File: src/rtl/fetch_queue.sv
// Instruction fetch queue between fetch and decode.
// Takes up to two {pc, instr} pairs per cycle from fetch and compacts them into
// a circular buffer. Presents the two oldest entries to decode. A flush
// empties the queue. A registered empty pulse feeds the MIF-empty perf counter.

// Read lane: selects the entry at head+LANE from the packed entry array.
module fetch_queue_rd_lane #(
  parameter int XLEN  = 32,
  parameter int DEPTH = 8,
  parameter int LANE  = 0,
  localparam int PW   = $clog2(DEPTH)
) (
  input  logic [PW-1:0]                   head_i,
  input  logic [DEPTH-1:0][2*XLEN-1:0]    mem_i,
  output logic [XLEN-1:0]                 pc_o,
  output logic [XLEN-1:0]                 instr_o
);
  logic [PW-1:0] idx;

  // the pointer wraps naturally modulo DEPTH, so a head pair can straddle DEPTH-1 -> 0
  assign idx = head_i + PW'(LANE);
  assign {pc_o, instr_o} = mem_i[idx];
endmodule

module fetch_queue #(
  parameter int XLEN           = 32,
  parameter int FRONTEND_WIDTH = 2,
  parameter int DEPTH          = 8,
  localparam int PW            = $clog2(DEPTH),
  localparam int CW            = PW + 1
) (
  input  logic                        clk,
  input  logic                        rst,
  input  logic                        flush_i,
  input  logic [1:0]                  enq_valid_i,
  input  logic [2*XLEN-1:0]           enq_pc_i,
  input  logic [2*XLEN-1:0]           enq_instr_i,
  output logic                        enq_ready_o,
  output logic [1:0]                  deq_valid_o,
  output logic [2*XLEN-1:0]           deq_pc_o,
  output logic [2*XLEN-1:0]           deq_instr_o,
  input  logic [1:0]                  deq_pop_i,
  output logic                        if_empty_o,
  output logic [CW-1:0]               count_o
);

  logic [DEPTH-1:0][2*XLEN-1:0] mem_q;
  logic [PW-1:0]                head_q, head_d;
  logic [PW-1:0]                tail_q, tail_d;
  logic [PW-1:0]                tail_p1;
  logic [CW-1:0]                count_q, count_d;
  logic                         if_empty_q;
  logic [1:0]                   enq_n;
  logic                         enq_fire;
  logic [2*XLEN-1:0]            slot0, slot1;

  assign slot0   = {enq_pc_i[XLEN-1:0],      enq_instr_i[XLEN-1:0]};
  assign slot1   = {enq_pc_i[2*XLEN-1:XLEN], enq_instr_i[2*XLEN-1:XLEN]};
  assign enq_n   = {1'b0, enq_valid_i[0]} + {1'b0, enq_valid_i[1]};
  assign tail_p1 = tail_q + PW'(1);

  // need two free entries regardless of same-cycle pops; keeps deq_pop_i off this path
  assign enq_ready_o = (count_q <= CW'(DEPTH - 2));
  assign enq_fire    = enq_ready_o && (|enq_valid_i) && !flush_i;

  assign deq_valid_o = {count_q >= CW'(2), count_q != '0};
  assign count_o     = count_q;
  assign if_empty_o  = if_empty_q;

  // entry writes: compacted so the oldest valid slot always lands at tail
  always_ff @(posedge clk) begin
    if (enq_fire) begin
      mem_q[tail_q] <= enq_valid_i[0] ? slot0 : slot1;
      if (&enq_valid_i) mem_q[tail_p1] <= slot1;
    end
  end

  // next-state pointers/occupancy; pops act on pre-cycle contents, flush wins
  always_comb begin
    head_d  = head_q + PW'(deq_pop_i);
    tail_d  = tail_q + (enq_fire ? PW'(enq_n) : '0);
    count_d = count_q + (enq_fire ? CW'(enq_n) : '0) - CW'(deq_pop_i);
    if (flush_i) begin
      head_d  = '0;
      tail_d  = '0;
      count_d = '0;
    end
  end

  // pointer/occupancy state and the registered empty pulse
  always_ff @(posedge clk or posedge rst) begin
    if (rst) begin
      head_q     <= '0;
      tail_q     <= '0;
      count_q    <= '0;
      if_empty_q <= 1'b0;
    end else begin
      head_q     <= head_d;
      tail_q     <= tail_d;
      count_q    <= count_d;
      if_empty_q <= (count_q == '0);
    end
  end

  for (genvar l = 0; l < FRONTEND_WIDTH; l++) begin : g_lane
    fetch_queue_rd_lane #(.XLEN(XLEN), .DEPTH(DEPTH), .LANE(l)) u_lane (
      .head_i  (head_q),
      .mem_i   (mem_q),
      .pc_o    (deq_pc_o[l*XLEN +: XLEN]),
      .instr_o (deq_instr_o[l*XLEN +: XLEN])
    );
  end

`ifndef SYNTHESIS
  // decode may never pop more than it was shown
  always @(posedge clk) begin
    if (!rst) assert (deq_pop_i != 2'd3 && CW'(deq_pop_i) <= count_q);
  end
`endif

endmodule

File: config.mk
export PLATFORM = sky130hd
export DESIGN_NAME = fetch_queue
export DESIGN_NICKNAME = d
export VERILOG_FILES = /design/src/rtl/fetch_queue.sv
export SDC_FILE = /design/constraint.sdc
export NUM_CORES = 2
export LEC_CHECK = 0
export BUFFER_PORTS_ARGS = -buffer_cell sky130_fd_sc_hd__buf_2
export CAP_MARGIN = 20
export CORE_ASPECT_RATIO = 0.7
export CORE_UTILIZATION = 61
export DETAILED_ROUTE_END_ITERATION = 12
export PLACE_DENSITY = 0.81
export SETUP_SLACK_MARGIN = 0.15
export SLEW_MARGIN = 20
export SYNTH_ARGS = -nofsm -noshare
export SYNTH_HDL_FRONTEND = slang
export SYNTH_HIERARCHICAL = 1
export SYNTH_SLANG_ARGS = --single-unit
export TNS_END_PERCENT = 100
File: constraint.sdc
create_clock -name clk -period 117 [get_ports clk]
set_clock_uncertainty 0.15 [all_clocks]
set_input_delay 5.85 -clock clk [delete_from_list [all_inputs] [get_ports clk]]
set_output_delay 5.85 -clock clk [all_outputs]
set_load 0.02 [all_outputs]
==> results.py <==
metrics = {
    "global_route": {
        "grt_pass1_vias": 25770,
        "grt_pass1_wl_mm": 158.9,
        "grt_remaining_overflow": 0,
        "antenna_found_initial": 13,
        "grt_max_degree": 191,
        "grtUsageTotal_pct": 32.80,
    },
    "worst_setup_path": {
        "start_kind": "flip-flop",
        "crit_chain": "ha_4 > buf_12 > buf_4 > mux2i_1 > and3_1 > nor4_1 > buf_2",
        "critPathSlowestCell": "buf_4",
        "cp-startpoint": "head_q[1]",
        "worstPathRequired_ns": 111.00,
        "rr_endpoint": "mem_q[262]",
        "end_kind": "primary output",
        "rr_worst_depth": 7,
        "cp_max_fo": 179,
        "path_class": "reg -> out",
        "worstReg2RegStart": "count_o[3]",
        "cp-endpoint": "deq_pc_o[36]",
        "slowest_delay_ns": 0.96,
        "arrival_ns": 5.38,
        "r2r_slack_ns": 112.67,
    },
    "sta": {
        "whs_ns": 0.3797,
        "fmax_ghz": 0.08789,
        "rsz0062_at_grt": "no",
        "setup_viol": 0,
        "relSlewSlack_pct": 20.06,
        "layout_min_cycle_time_ns": 11.38,
        "fin_crit_sh_pct": 9.724,
        "worst_pin_slew_ns": 1.199,
        "fin_setup_tns_ns": 0,
        "slew_violations": 0,
        "hold_viol_final": 0,
    },
    "cells_and_area": {
        "drive_above_1_share_pct": 54.45,
        "finalInstanceArea_mm2": 0.04124,
        "seq_area_mm2": 0.01566,
        "multi_input_area_mm2": 0.02096,
        "fill_cells": 4297,
        "final_nets": 2974,
        "area_delta_synth_final_pct": 8.750,
    },
    "synthesis": {
        "seq_area_frac_synth_pct": 41.27,
        "synth_edf_count": 512,
        "syn_area_mm2": 0.03792,
        "synth_area_per_cell_um2": 14.01,
        "syn_nets": 2858,
        "synth-seq-cells": 523,
        "ys_async_sr_fraction_pct": 2.103,
        "synth_cells": 2707,
        "netlist.top_cell.by_area": "edfxtp_1",
        "yosysUniqueCellTypes": 38,
        "synth_top_area_share_pct": 40.54,
        "yosys-top-cells-area": "edfxtp_1 (41%), mux2_2 (30%), mux4_2 (7.6%), mux2_1 (4.0%), mux2i_1 (3.4%)",
        "synth_warnings": 6,
        "ys.flop_type": "edfxtp_1",
    },
    "power_and_ir_drop": {
        "clock_power_share_pct": 24.4,
        "p_switching_mw": 0.2498,
        "pwr-share-comb_pct": 36.7,
        "switching_share_pct": 33.91,
        "pwr_density_cell_mw_per_mm2": 17.86,
        "seqPwrFrac_pct": 38.8,
        "p_leak_nw": 14.47,
        "vdd_ir_drop_max_uv": 14.03,
        "p_int_mw": 0.4868,
    },
    "clock_network": {
        "clockBufferDepth": 3,
        "post_cts_buffers": 0,
        "insertion_delay_ns": 0.60,
        "cts_resized": 0,
        "cts_tree": "built",
        "cts_sinks": 523,
        "htree_levels": 2,
        "hold_buffers": 0,
        "cts_root_buf": "clkbuf_16",
        "numCtsBuffers": 53,
        "path_clk_slew_ns": 0.07,
    },
    "detailed_routing": {
        "ant_nets": 0,
        "highest_layer": "met5",
        "met1Wirelength_mm": 42.34,
        "wl_per_cell_um": 28.50,
        "dr.pass1.iters": 7,
        "drt-initial-drc-count": 2715,
        "routed_wl_mm": 105.2,
        "via_per_inst": 6.967,
        "wl_met3_mm": 8.544,
        "num_vias": 25730,
        "wl_met2_mm": 50.61,
        "detail_route.drc_violations": 0,
    },
    "die": {
        "rows": 76,
        "initial_core_util_pct": 61.64,
        "die_area_mm2": 0.06319,
        "die_w_um": 300.0,
        "io-pin-count": 271,
        "coreArea_mm2": 0.06152,
        "die_h_um": 210.6,
    },
    "status": {
        "status": "finished clean",
    },
    "job": {
        "drv_cap": 0,
    },
    "place": {
        "gp_congestion": 0.8376,
        "post-dp-hpwl_mm": 58.31,
        "place_area_mm2": 0.03941,
        "portBuffers": 270,
    },
    "min_path": {
        "min_path_type": "reg -> reg",
    },
}
## synthesized netlist by cell type (13+ instances only)
cell type	n
buf_2	97
inv_1	13
mux2_1	134
mux2_2	1019
mux4_2	128
buf_6	24
a2111oi_0	129
buf_1	21
clkbuf_1	89
mux2i_1	128
nor2b_1	135
edfxtp_1	512
nor4_1	64
and3_1	130
## kinds of logic (layout without fill, tap and decap cells)
group	after synthesis	count (layout)	share of synthesized area, %
mux	1409	1409	45.22
flops	523	523	41.27
simple gates	356	356	5.863
buf+inv	264	424	3.817
compound gates	132	132	3.026
fa+ha+maj	16	16	0.6071
xor+xnor	7	7	0.2013
other cells	0	7	0
## metrics by stage
| stage | utilization [%] | instances | setup slack [ns] | total power, mW |
|---|---|---|---|---|
| 3_3_place_gp | 64.05 | 3586 | 106.57 | 0.5423 |
| 6_report | 67.03 | 3693 | 105.62 | 0.7367 |
| 4_1_cts | 66.96 | 3685 | 105.87 | 0.7352 |
| 3_5_place_dp | 64.05 | 3586 | 106.51 | 0.5562 |
| 2_1_floorplan | - | 2707 | 18.67 | 0.5756 |
| 5_1_grt | 67.02 | 3689 | 105.59 | 0.7656 |
## cell usage in the layout (no fill, tap or decap), types with 2 or more instances in the layout
cell / instances
mux2i_1: 128
diode_2: 7
a2111oi_0: 128
mux2_2: 1019
nand2_1: 4
xnor2_2: 2
bufinv_16: 7
clkinv_4: 2
mux4_2: 128
clkbuf_8: 2
inv_1: 13
fa_1: 4
a21oi_1: 2
clkinv_2: 7
buf_4: 38
ha_1: 11
clkinv_1: 13
buf_2: 269
clkbuf_16: 55
nor2b_1: 135
nand3_4: 4
and3b_4: 3
mux2_1: 134
and3_1: 129
nor2_1: 6
nor4_1: 64
clkinvlp_4: 5
nor3b_2: 3
buf_12: 4
clkbuf_1: 7
nand4_1: 3
dfrtp_4: 3
xnor2_1: 2
dfrtp_1: 8
edfxtp_1: 512
## critical path: cells and delay by family (launching register included)
family | cells | cell delay (ns)
buf+inv | 3 | 1.83
simple gates | 2 | 0.84
fa+ha+maj | 1 | 0.73
mux | 1 | 0.18
flops | 1 | 0.78
## how the worst min path moves through the flow
stage | startpoint | to | cells after the start
final | count_o[0] | if_empty_o | 1
after global routing | count_o[0] | if_empty_o | 1
after CTS | count_o[0] | if_empty_o | 1
after detailed placement | count_o[0] | if_empty_o | 1
after global placement | count_o[0] | if_empty_o | 1
after floorplan | head_q[2] | head_q[2] | 2
## power groups by stage
stage | logic [mW] | registers [mW] | clock network, mW
3_5_place_dp | 0.267 | 0.289 | 0
2_1_floorplan | 0.204 | 0.371 | 0
6_report | 0.270 | 0.286 | 0.180
4_1_cts | 0.268 | 0.285 | 0.182
3_3_place_gp | 0.257 | 0.286 | 0
5_1_grt | 0.287 | 0.290 | 0.189
## state kept, by name, indices dropped and copies added, names as in the netlist
register / count
count_o: 4
head_q: 3
if_empty_o: 1
mem_q: 512
tail_q: 3
## routing by layer
layer | vias up | GRT usage, %
met5 | - | 0
li1 | 11160 | -
met1 | 13100 | 44.38
met3 | 262 | 5.441
met4 | 12 | 12.14
met2 | 1190 | 53.35
## layout make-up
class | count | area share [%]
Antenna cell | 7 | 0.04247
Multi-Input combinational cell | 1920 | 50.83
Clock inverter | 35 | 0.8677
Clock buffer | 64 | 3.468
Inverter | 13 | 0.1183
Timing Repair Buffer | 312 | 4.217
Tap cell | 819 | 2.485
Sequential cell | 523 | 37.98
Note: power is estimated with default switching activity, not from simulation.
